$ cat src/rtl/latch_seq_pkg.sv
// Shared definitions for the latch bank sequencer: FSM state encodings and
// the gate-open counter width.
package latch_seq_pkg;

    typedef enum logic [1:0] {
        IDLE  = 2'd0,
        SETUP = 2'd1,
        OPEN  = 2'd2,
        HOLD  = 2'd3
    } state_e;

    localparam int CNT_W = 4;

endpackage

$ cat src/rtl/latch_seq_rr_arb.sv
// Combinational requester arbiter: round-robin from ptr_i by default, or
// fixed lowest-index priority when LATCH_SEQ_FIXED_PRIO_EN is defined.
module latch_seq_rr_arb #(
    parameter int NREQ  = 4,
    parameter int IDX_W = $clog2(NREQ)
) (
    input  logic [NREQ-1:0]  req_i,
`ifndef LATCH_SEQ_FIXED_PRIO_EN
    input  logic [IDX_W-1:0] ptr_i,
`endif
    output logic [NREQ-1:0]  gnt_oh_o,
    output logic [IDX_W-1:0] gnt_idx_o
);

    logic found;
`ifndef LATCH_SEQ_FIXED_PRIO_EN
    int   idx;
`endif

    always_comb begin
        gnt_oh_o  = '0;
        gnt_idx_o = '0;
        found     = 1'b0;
`ifdef LATCH_SEQ_FIXED_PRIO_EN
        for (int k = 0; k < NREQ; k++) begin
            if (!found && req_i[k]) begin
                found        = 1'b1;
                gnt_oh_o[k]  = 1'b1;
                gnt_idx_o    = IDX_W'(k);
            end
        end
`else
        idx = 0;
        // Scan starting at the pointer, wrapping modulo NREQ.
        for (int k = 0; k < NREQ; k++) begin
            idx = int'(ptr_i) + k;
            if (idx >= NREQ) idx = idx - NREQ;
            if (!found && req_i[idx]) begin
                found          = 1'b1;
                gnt_oh_o[idx]  = 1'b1;
                gnt_idx_o      = IDX_W'(idx);
            end
        end
`endif
    end

endmodule

$ cat src/rtl/latch_bank_sequencer.sv
// Shares a bank of level-sensitive latch words among NREQ requesters using a
// setup / gate-open / hold write sequence. Define LATCH_SEQ_FIXED_PRIO_EN for
// fixed lowest-index priority instead of round-robin arbitration.
module latch_bank_sequencer
    import latch_seq_pkg::*;
#(
    parameter int NREQ     = 4,
    parameter int WIDTH    = 8,
    parameter int ADDR_W   = 2,
    parameter int OPEN_CYC = 2
) (
    input  logic                     Clk,
    input  logic                     Rst,
    input  logic [NREQ-1:0]          Req,
    input  logic [NREQ*WIDTH-1:0]    Wdata,
    input  logic [NREQ*ADDR_W-1:0]   Waddr,
    output logic [NREQ-1:0]          Gnt,
    output logic [NREQ-1:0]          Done,
    output logic [WIDTH-1:0]         LatD,
    output logic [(1<<ADDR_W)-1:0]   LatEn,
    output logic                     Busy
);

    localparam int IDX_W = $clog2(NREQ);
    localparam int NWORD = 1 << ADDR_W;

    state_e              state_q, state_d;
    logic [CNT_W-1:0]    cnt_q, cnt_d;
    logic [NREQ-1:0]     win_q, win_d;
    logic [WIDTH-1:0]    data_q, data_d;
    logic [ADDR_W-1:0]   addr_q, addr_d;
    logic [NWORD-1:0]    lat_en_q, lat_en_d;
    logic [NREQ-1:0]     arb_oh;
    logic [IDX_W-1:0]    arb_idx;
`ifndef LATCH_SEQ_FIXED_PRIO_EN
    logic [IDX_W-1:0]    ptr_q, ptr_d;
`endif

    latch_seq_rr_arb #(
        .NREQ  (NREQ),
        .IDX_W (IDX_W)
    ) u_arb (
        .req_i     (Req),
`ifndef LATCH_SEQ_FIXED_PRIO_EN
        .ptr_i     (ptr_q),
`endif
        .gnt_oh_o  (arb_oh),
        .gnt_idx_o (arb_idx)
    );

    always_comb begin
        state_d = state_q;
        cnt_d   = cnt_q;
        win_d   = win_q;
        data_d  = data_q;
        addr_d  = addr_q;
`ifndef LATCH_SEQ_FIXED_PRIO_EN
        ptr_d   = ptr_q;
`endif
        case (state_q)
            IDLE: begin
                if (|Req) begin
                    state_d = SETUP;
                    win_d   = arb_oh;
                    data_d  = Wdata[arb_idx*WIDTH +: WIDTH];
                    addr_d  = Waddr[arb_idx*ADDR_W +: ADDR_W];
`ifndef LATCH_SEQ_FIXED_PRIO_EN
                    ptr_d   = (arb_idx == IDX_W'(NREQ-1)) ? '0 : arb_idx + 1'b1;
`endif
                end
            end
            SETUP: begin
                state_d = OPEN;
                cnt_d   = CNT_W'(OPEN_CYC-1);
            end
            OPEN: begin
                if (cnt_q == '0) state_d = HOLD;
                else             cnt_d   = cnt_q - 1'b1;
            end
            HOLD:    state_d = IDLE;
            default: state_d = IDLE;
        endcase
    end

    // Gate enables are registered from next state so the latch gates come
    // straight off flops and cannot glitch on decode.
    generate
        for (genvar gi = 0; gi < NWORD; gi++) begin : g_gate_dec
            assign lat_en_d[gi] = (state_d == OPEN) && (addr_d == ADDR_W'(gi));
        end
    endgenerate

    always_ff @(posedge Clk) begin
        if (Rst) begin
            state_q  <= IDLE;
            cnt_q    <= '0;
            win_q    <= '0;
            data_q   <= '0;
            addr_q   <= '0;
            lat_en_q <= '0;
`ifndef LATCH_SEQ_FIXED_PRIO_EN
            ptr_q    <= '0;
`endif
        end else begin
            state_q  <= state_d;
            cnt_q    <= cnt_d;
            win_q    <= win_d;
            data_q   <= data_d;
            addr_q   <= addr_d;
            lat_en_q <= lat_en_d;
`ifndef LATCH_SEQ_FIXED_PRIO_EN
            ptr_q    <= ptr_d;
`endif
        end
    end

    // Reset closes any open gate at once rather than waiting for the edge.
    assign LatEn = lat_en_q & {NWORD{~Rst}};
    assign LatD  = data_q;
    assign Busy  = (state_q != IDLE);
    assign Gnt   = Busy ? win_q : '0;
    assign Done  = (state_q == HOLD) ? win_q : '0;

endmodule

$ cat config.mk
export PLATFORM = sky130hd
export DESIGN_NAME = latch_bank_sequencer
export DESIGN_NICKNAME = d
export VERILOG_FILES = /design/src/rtl/latch_seq_pkg.sv /design/src/rtl/latch_seq_rr_arb.sv /design/src/rtl/latch_bank_sequencer.sv
export SDC_FILE = /design/constraint.sdc
export NUM_CORES = 1
export LEC_CHECK = 0
export ABC_AREA = 1
export BUFFER_PORTS_ARGS = -buffer_cell sky130_fd_sc_hd__buf_4
export CORE_ASPECT_RATIO = 1.75
export CORE_UTILIZATION = 50
export DETAILED_ROUTE_END_ITERATION = 8
export PLACE_DENSITY_LB_ADDON = 0.1
export SETUP_SLACK_MARGIN = 0.1
export SLEW_MARGIN = 25
export SYNTH_ARGS = -nofsm -noshare
export SYNTH_HDL_FRONTEND = slang
export SYNTH_SLANG_ARGS = --single-unit
$ cat constraint.sdc
create_clock -name Clk -period 2.6 [get_ports Clk]
set_input_delay 0.78 -clock Clk [delete_from_list [all_inputs] [get_ports Clk]]
set_output_delay 0.78 -clock Clk [all_outputs]
set_load 0.005 [all_outputs]
==> results of run 1 <==
metal layers:
metal / GRT usage, % / wire, um
met1: 26.07 / 1958
met2: 42.30 / 2613
met3: 2.982 / 153
met4: 11.11 / 110
met5: 0 / 0
worst max path at each step:
| stage | startpoint | end | slack (ns) | cells after the start |
|---|---|---|---|---|
| after floorplan | ptr_q[1]$_SDFFE_PP0P_ | LatD[3]$_SDFFE_PP0P_ | 0.35 | 16 |
| after global placement | Req[2] | lat_en_q[2]$_SDFF_PP0_ | 0.08 | 15 |
| after detailed placement | Req[2] | lat_en_q[2]$_SDFF_PP0_ | 0.07 | 15 |
| after CTS | ptr_q[0]$_SDFFE_PP0P_ | lat_en_q[2]$_SDFF_PP0_ | 0.17 | 15 |
| after global routing | ptr_q[0]$_SDFFE_PP0P_ | LatD[1]$_SDFFE_PP0P_ | 0.19 | 17 |
| final | Req[2] | lat_en_q[2]$_SDFF_PP0_ | 0.34 | 15 |
cells in the final DEF, fill, tap and decap left out, types with 2 or more instances in the layout:
cell	count
sky130_fd_sc_hd__nand3_2	5
sky130_fd_sc_hd__a21oi_1	10
sky130_fd_sc_hd__dfxtp_1	25
sky130_fd_sc_hd__inv_1	44
sky130_fd_sc_hd__o21ai_1	8
sky130_fd_sc_hd__nor2_4	2
sky130_fd_sc_hd__ha_1	13
sky130_fd_sc_hd__nand4_1	4
sky130_fd_sc_hd__nand2_4	4
sky130_fd_sc_hd__inv_2	3
sky130_fd_sc_hd__nor2_1	40
sky130_fd_sc_hd__o211ai_1	3
sky130_fd_sc_hd__nor2_2	3
sky130_fd_sc_hd__buf_4	72
sky130_fd_sc_hd__nand3b_1	2
sky130_fd_sc_hd__a31oi_1	5
sky130_fd_sc_hd__nand2_1	55
sky130_fd_sc_hd__clkbuf_8	3
sky130_fd_sc_hd__o22ai_1	2
sky130_fd_sc_hd__nand2_2	7
sky130_fd_sc_hd__a221oi_1	4
sky130_fd_sc_hd__o21ai_0	12
sky130_fd_sc_hd__nand3_1	33
through the flow:
step           cell area, um^2  hold slack [ns]  instances  setup WS, ns  total power [mW]
2_1_floorplan             2044           0.4672        307        0.3549             2.335
3_3_place_gp              2592           0.4760        418       0.08151             2.790
3_5_place_dp              2592           0.4790        418       0.07182             2.824
4_1_cts                   2664           0.4964        422        0.1698             3.157
5_1_grt                   2686           0.5354        422        0.1882             3.531
6_report                  2686           0.4997        422        0.3412             3.198
area by class of cell:
cell class / instances / area [um^2]
sequential: 26 / 521.8
inverter: 49 / 191.4
clock buffer: 3 / 41.29
fill: 362 / 1217
clock inverter: 1 / 30.03
timing repair buffer: 73 / 560.5
multi-input combinational: 222 / 1281
tap: 48 / 60.06
registers in the layout, summed over array words and instances, names as in the netlist:
| register | flops |
|---|---|
| LatD | 8 |
| cnt_q | 4 |
| state_q | 2 |
| ptr_q | 2 |
| lat_en_q | 4 |
| addr_q | 2 |
| win_q | 4 |
where the power goes:
part	switching [mW]	total, mW	internal [mW]
clock network	0.129	0.335	0.206
logic	1.37	2.23	0.864
registers	0.0885	0.631	0.543
total	1.59	3.20	1.61
worst min-delay path, cell delays in order (launching register included):
cell,delay (ns)
sky130_fd_sc_hd__dfxtp_1,0.32
sky130_fd_sc_hd__nand2_1,0.06
sky130_fd_sc_hd__a31oi_1,0.07
cell families (layout without fill, tap and decap cells):
family | Yosys count | in the layout | synth area share, %
simple gates | 163 | 163 | 40.39
buf+inv | 59 | 126 | 12.91
compound gates | 45 | 45 | 12.67
flops | 26 | 26 | 25.46
fa+ha+maj | 14 | 14 | 8.568
==> results by group, run 1 <==
Status
  • Result of the run: completed

Critical path
  • Data arrival, critical path: about 2.4 ns
  • Cell with the most instances on the worst path: sky130_fd_sc_hd__nand3_1
  • Required time of the critical path: about 2.8 ns
  • Chain of cells forming the critical path: buf_4 -> inv_1 -> nand2_1 -> nand3_1 -> nand2_1 -> nor2_8 -> nand3_1 -> nand3_1 -> nand2_2 -> inv_2 -> nand3_1 -> nand3_2 -> nand2_1 -> nand3_1 -> nor2_1
  • Worst reg2reg path startpoint: ptr_q[0]$_SDFFE_PP0P_
  • Max incr delay on CP: around 0.20 ns
  • Worst R2R End: lat_en_q[2]$_SDFF_PP0_
  • Buf/Inv on CP: 3
  • Number of cells traversed by the worst register-to-register path: 15
  • CP Capture Type: flip-flop
  • Startpoint types: input pin
  • Worst-path fanout max: 9
  • Kind of cell adding the most delay to the critical path: simple AND/OR/NAND/NOR gates
  • Start-to-end type of the worst setup path: in -> reg
  • Critical path's slowest cell: sky130_fd_sc_hd__inv_2
  • Slack of the worst reg-to-reg path: between 0.3 and 0.4 ns

Detailed routing
  • Final routed wirelength across all metal layers: roughly 4800 um
  • Initial drt markers: 48
  • TritonRoute pass-1 iters: 4
  • Count of vias placed by the detailed router: approximately 2200
  • Routed wire per std cell: around 11 um
  • DRC errors left: 0
  • Remaining antenna violation count: 0
  • Drt via density: 5.156

Placement
  • Post-DP HPWL: between 3000 and 4000 um
  • Number of port buffers: 66
  • Gp weighted congestion: roughly 0.84

Timing
  • Fmax: roughly 440 MHz
  • Min Tclk post-route: 2.259 ns
  • Worst clock skew on the final layout: 0.006974 ns
  • Final-report max-slew violation count: 0
  • Setup violations, final: 0
  • Setup repair after global routing missed its margin: false
  • Headroom to the max-slew limit: between 60% and 70%
  • Sum Neg Setup Slack: 0 ns
  • Number of hold violations in the final report: 0
  • Share of the clock period used by the worst path after layout: between 80% and 90%
  • Slew @ Worst Pin: ~0.46 ns

Yosys
  • Cell count after synthesis: 307
  • Area share of the leading cell type in the synthesized netlist: 25.46%
  • Count of distinct cell types in the synthesized netlist: 36
  • Count of synthesis-stage warnings from yosys: 0
  • Per-instance average area after synthesis: between 6 and 7 um^2
  • Post-synthesis instance area: between 0.002 and 0.0025 mm^2
  • Dominant cell by count in the synthesized netlist: sky130_fd_sc_hd__nand2_1
  • Register bit total from synthesis: 26
  • Fraction of registers with async set or reset after synthesis: 0%
  • EDFF count, synth: 0
  • Most used flip-flop cell after synthesis: sky130_fd_sc_hd__dfxtp_1
  • Synthesized netlist net count: ~370
  • Biggest area contributors in the synthesized netlist: sky130_fd_sc_hd__dfxtp_1, sky130_fd_sc_hd__nand2_1, sky130_fd_sc_hd__ha_1
  • Sequential cell area fraction in the yosys report: 25.46%
  • Most numerous cell types in the synthesized netlist: sky130_fd_sc_hd__nand2_1, sky130_fd_sc_hd__inv_1, sky130_fd_sc_hd__nor2_1
  • Library cell with the largest summed area after synthesis: sky130_fd_sc_hd__dfxtp_1

Die
  • Die Outline Area: approximately 0.0044 mm^2
  • Top-level port count: 67
  • Core area: 0.003904 mm^2
  • Die X: 50.34 um
  • Effective utilization at floorplan: between 50% and 60%
  • Die extent in y: just under 90 um
  • Number of rows created at floorplan: 30

Clock network
  • Total number of H-tree levels: 1
  • Insertion delay of the later-clocked pin in the worst-skew pair: 0.27 ns
  • Buffer levels on the longest clock path: 2
  • Clock-pin slew on the worst setup and hold paths: ~0.090 ns
  • # hold bufs at CTS: 0
  • Number of sinks handled by clock tree synthesis: 26
  • Post-CTS sizing: 0
  • Cell at the root of the clock tree: sky130_fd_sc_hd__clkbuf_8
  • Clock buffer count from CTS: 3
  • Clock tree from TritonCTS: built
  • Post-CTS setup buffer count: 0

Final layout
  • Post-Route Utilization: between 60% and 70%
  • Layout area overhead: 31.40%
  • Layout cells sized above 1: 28.88%
  • Antenna diode count: 0
  • Final-stage net count: approximately 440

Pwr
  • Max rail drop VDD: just under 800 uV
  • Leakage component of the power: around 1.4 nW
  • Pwr per Cell Area: around 1200 mW/mm^2

Global routing
  • Final global-route overflow total: 0
  • Maximum number of pins on one net before global-route repair: 20
  • Overall fraction of global-route tracks in use: about a quarter
  • Antenna violations before repair: 0
  • Wire length of the first global-routing pass: between 7000 and 8000 um
  • Via count of the first global-routing pass: between 1500 and 2000

Hold path
  • Worst hold stages: 2
  • Worst hold path class: reg -> reg
  • Worst hold path startpoint: LatD[2]$_SDFFE_PP0P_
  • Endpoint of the worst hold-timing path: LatD[2]$_SDFFE_PP0P_

Run
  • Max-cap violation count: 0
(Power assumes the default switching activity.)
==> run 2: changes to the inputs <==
--- a/config.mk
+++ b/config.mk
@@ -5,7 +5,6 @@
 export SDC_FILE = /design/constraint.sdc
 export NUM_CORES = 1
 export LEC_CHECK = 0
-export ABC_AREA = 1
 export BUFFER_PORTS_ARGS = -buffer_cell sky130_fd_sc_hd__buf_4
 export CORE_ASPECT_RATIO = 1.75
 export CORE_UTILIZATION = 50
==> results by group, run 2 <==
Critical path
  • Critical path's slowest cell: sky130_fd_sc_hd__or4_1
  • Data arrival, critical path: 2.73 ns (+0.30 ns)
  • Start-to-end type of the worst setup path: reg -> reg
  • Chain of cells forming the critical path: inv_4 -> ha_4 -> mux2_4 -> and3b_4 -> or4_1 -> a41o_1 -> or3b_4 -> a21oi_2
  • Buf/Inv on CP: 1 (-2)
  • Startpoint types: flip-flop
  • Required time of the critical path: 2.82 ns (+0.05 ns)
  • CP Capture Type: flip-flop
  • Worst reg2reg path startpoint: ptr_q[1]$_SDFFE_PP0P_
  • Slack of the worst reg-to-reg path: 0.09 ns (-0.25 ns)
  • Number of cells traversed by the worst register-to-register path: 8 (-7)
  • Kind of cell adding the most delay to the critical path: simple AND/OR/NAND/NOR gates
  • Max incr delay on CP: 0.41 ns (+0.21 ns)
  • Worst R2R End: lat_en_q[3]$_SDFF_PP0_
  • Worst-path fanout max: 5 (-4)

Die
  • Number of rows created at floorplan: 30 (unchanged)
  • Core area: 0.003866 mm^2 (-0.96%)
  • Top-level port count: 67 (unchanged)
  • Die extent in y: 86.05 um (-0.63%)
  • Die X: 50.03 um (-0.62%)
  • Effective utilization at floorplan: 52.20% (-0.17 points)
  • Die Outline Area: 0.004304 mm^2 (-1.2%)

Timing
  • Sum Neg Setup Slack: 0 ns (unchanged)
  • Setup violations, final: 0 (unchanged)
  • Min Tclk post-route: 2.509 ns (+0.2499 ns)
  • Slew @ Worst Pin: 0.5276 ns (+0.06686 ns)
  • Share of the clock period used by the worst path after layout: 96.49% (+9.6 points)
  • Number of hold violations in the final report: 0 (unchanged)
  • Worst clock skew on the final layout: 0.006478 ns (-0.0004966 ns)
  • Setup repair after global routing missed its margin: true
  • Headroom to the max-slew limit: 64.82% (-4.3 points)
  • Fmax: 398.6 MHz (-10%)
  • Final setup slack of the worst path: 0.09124 ns (-0.2499 ns)
  • Final-report max-slew violation count: 0 (unchanged)

Detailed routing
  • Final routed wirelength across all metal layers: 5692 um (+18%)
  • TritonRoute pass-1 iters: 4 (unchanged)
  • Initial drt markers: 40 (-17%)
  • Drt via density: 5.700 (+11%)
  • Routed wire per std cell: 15.38 um (+34%)
  • Count of vias placed by the detailed router: 2109 (-3.1%)
  • Remaining antenna violation count: 0 (unchanged)
  • DRC errors left: 0 (unchanged)

Yosys
  • Count of synthesis-stage warnings from yosys: 0 (unchanged)
  • Most used flip-flop cell after synthesis: sky130_fd_sc_hd__dfxtp_1
  • Most numerous cell types in the synthesized netlist: sky130_fd_sc_hd__dfxtp_1, sky130_fd_sc_hd__mux2i_1, sky130_fd_sc_hd__o21ai_0
  • Post-synthesis instance area: 0.002018 mm^2 (-1.3%)
  • Fraction of registers with async set or reset after synthesis: 0% (unchanged)
  • Count of distinct cell types in the synthesized netlist: 54 (+50%)
  • Cell count after synthesis: 236 (-23%)
  • Area share of the leading cell type in the synthesized netlist: 25.79% (+0.33 points)
  • Sequential cell area fraction in the yosys report: 25.79% (+0.33 points)
  • Register bit total from synthesis: 26 (unchanged)
  • Dominant cell by count in the synthesized netlist: sky130_fd_sc_hd__dfxtp_1
  • Synthesized netlist net count: 296 (-19%)
  • Per-instance average area after synthesis: 8.552 um^2 (+28%)
  • Library cell with the largest summed area after synthesis: sky130_fd_sc_hd__dfxtp_1
  • EDFF count, synth: 0 (unchanged)
  • Biggest area contributors in the synthesized netlist: sky130_fd_sc_hd__dfxtp_1, sky130_fd_sc_hd__mux2i_1, sky130_fd_sc_hd__ha_1

Clock network
  • Clock buffer count from CTS: 3 (unchanged)
  • Clock tree from TritonCTS: built
  • Number of sinks handled by clock tree synthesis: 26 (unchanged)
  • Cell at the root of the clock tree: sky130_fd_sc_hd__clkbuf_8
  • Total number of H-tree levels: 1 (unchanged)
  • Insertion delay of the later-clocked pin in the worst-skew pair: 0.28 ns (about the same)
  • Clock-pin slew on the worst setup and hold paths: 0.10 ns (about the same)
  • Buffer levels on the longest clock path: 2 (unchanged)

Hold path
  • Worst hold path class: reg -> reg
  • Worst hold path startpoint: LatD[0]$_SDFFE_PP0P_
  • Worst hold stages: 2 (unchanged)
  • Endpoint of the worst hold-timing path: LatD[0]$_SDFFE_PP0P_

Status
  • Result of the run: completed

Final layout
  • Area of the multi-input gates: 0.001474 mm^2 (+15%)
  • Antenna diode count: 0 (unchanged)
  • Layout area overhead: 45.69%
  • Max FFs per register: 8 (unchanged)
  • Commonest cells after routing, fill and taps aside: sky130_fd_sc_hd__buf_4, sky130_fd_sc_hd__dfxtp_1, sky130_fd_sc_hd__mux2i_1
  • Most frequent standard cell in the layout excluding fill and tap cells: sky130_fd_sc_hd__buf_4
  • Register Area: 528.0 um^2 (+1.2%)
  • Filler cells: 294 (-19%)
  • Final-stage net count: 383 (-12%)
  • Layout cells sized above 1: 41.61% (+13 points)

Global routing
  • Antenna violations before repair: 0 (unchanged)
  • Wire length of the first global-routing pass: 8845 um (+11%)
  • Via count of the first global-routing pass: 2119 (+9.6%)
  • Final global-route overflow total: 0 (unchanged)
  • Overall fraction of global-route tracks in use: 26.31% (+3.0 points)
  • Maximum number of pins on one net before global-route repair: 21 (+5.0%)

Placement
  • Post-DP HPWL: 4213 um (+9.2%)
  • Number of port buffers: 66 (unchanged)
  • Pre-CTS setup slack: -0.1379 ns (-0.2097 ns)
  • Gp weighted congestion: 0.8536 (+1.9%)

Pwr
  • Max rail drop VDD: 914.8 uV (+16%)
  • Pwr per Cell Area: 1196 mW/mm^2 (+0.49%)
  • Final Total Pwr: 3.517 mW (+10%)
  • Leakage component of the power: 1.324 nW (-3.9%)

Run
  • Max-cap violation count: 0 (unchanged)
[run 2: cell count changes in the layout (fill, tap and decap cells not counted), sizes merged, moves of 22 or more]
cell	change
nand3	-29
nand2	-52
mux2i	+22
inv	-37
buf	+22
nor2	-35
[run 2: cells by family (layout without fill, tap and decap cells)]
logic type	count (synthesis)	after routing	share of synthesized area (%)
AND/OR/NAND/NOR	78	78	22.01
AO/OA/AOI/OAI	59	60	20.58
multiplexers	32	32	16.68
flip-flops	26	26	25.79
buffers and inverters	26	111	5.828
adder cells (fa/ha/maj)	14	14	8.680
XOR/XNOR	1	1	0.4341
[run 2: final cells by class]
class | instances | share of cell area (%)
clock buffer | 4 | 2.255
inverter | 11 | 1.660
multi-input combinational | 185 | 50.13
sequential | 26 | 17.96
tap | 48 | 2.043
timing repair buffer | 96 | 25.96
[run 2: stage by stage]
stage | cells | cell area (um^2) | hold slack (ns) | util, %
after detailed placement | 356 | 2711 | 0.4523 | 70.13
after global routing | 370 | 2940 | 0.4978 | 76.05
after CTS | 365 | 2848 | 0.4657 | 73.66
after global placement | 356 | 2711 | 0.4500 | 70.13
final | 370 | 2940 | 0.4591 | 76.05
after floorplan | 236 | 2067 | 0.4530 | -
[run 2: worst max path at each step]
stage                     startpoint                endpoint  cells past startpoint
2_1_floorplan  ptr_q[0]$_SDFFE_PP0P_  lat_en_q[1]$_SDFF_PP0_                     10
3_3_place_gp                  Req[1]  lat_en_q[0]$_SDFF_PP0_                      7
3_5_place_dp                  Req[1]  lat_en_q[0]$_SDFF_PP0_                      7
4_1_cts        ptr_q[0]$_SDFFE_PP0P_  lat_en_q[3]$_SDFF_PP0_                      8
5_1_grt        ptr_q[1]$_SDFFE_PP0P_  lat_en_q[1]$_SDFF_PP0_                      8
6_report       ptr_q[1]$_SDFFE_PP0P_  lat_en_q[3]$_SDFF_PP0_                      8
[run 2: timing repair]
item                                    4_1_cts  5_1_grt
hold buffers                                  0        0
endpoints found under the setup margin        6       13
pin swaps                                     3        6
resized for setup                             4        8
cloned                                        0        2
setup buffers                                 5        3
[run 2: metal layers]
layer  wire length [um]  up-vias  share of wire, %  track usage, %
li1                   -     1033                 -               -
met1               2067     1007                36           23.84
met2               3344       56                59           55.64
met3                173       13               3.0           3.014
met4                106        0               1.9           8.831
met5                  0        -                 0               0
[run 2: where the power goes]
group	switching, mW	internal (mW)	total [mW]	leakage [nW]
Sequential	0.0994	0.569	0.669	0.215
Combinational	1.22	1.32	2.54	1.08
Clock	0.140	0.168	0.307	0.0339
Total	1.46	2.06	3.52	1.32
[run 2: worst register-to-register path: cells and delay by family, from the launching register on]
kind	cells	cell delay, ns
AND/OR/NAND/NOR	3	1.01
AO/OA/AOI/OAI	2	0.41
flip-flops	1	0.37
multiplexers	1	0.33
adder cells (fa/ha/maj)	1	0.30
buffers and inverters	1	0.05
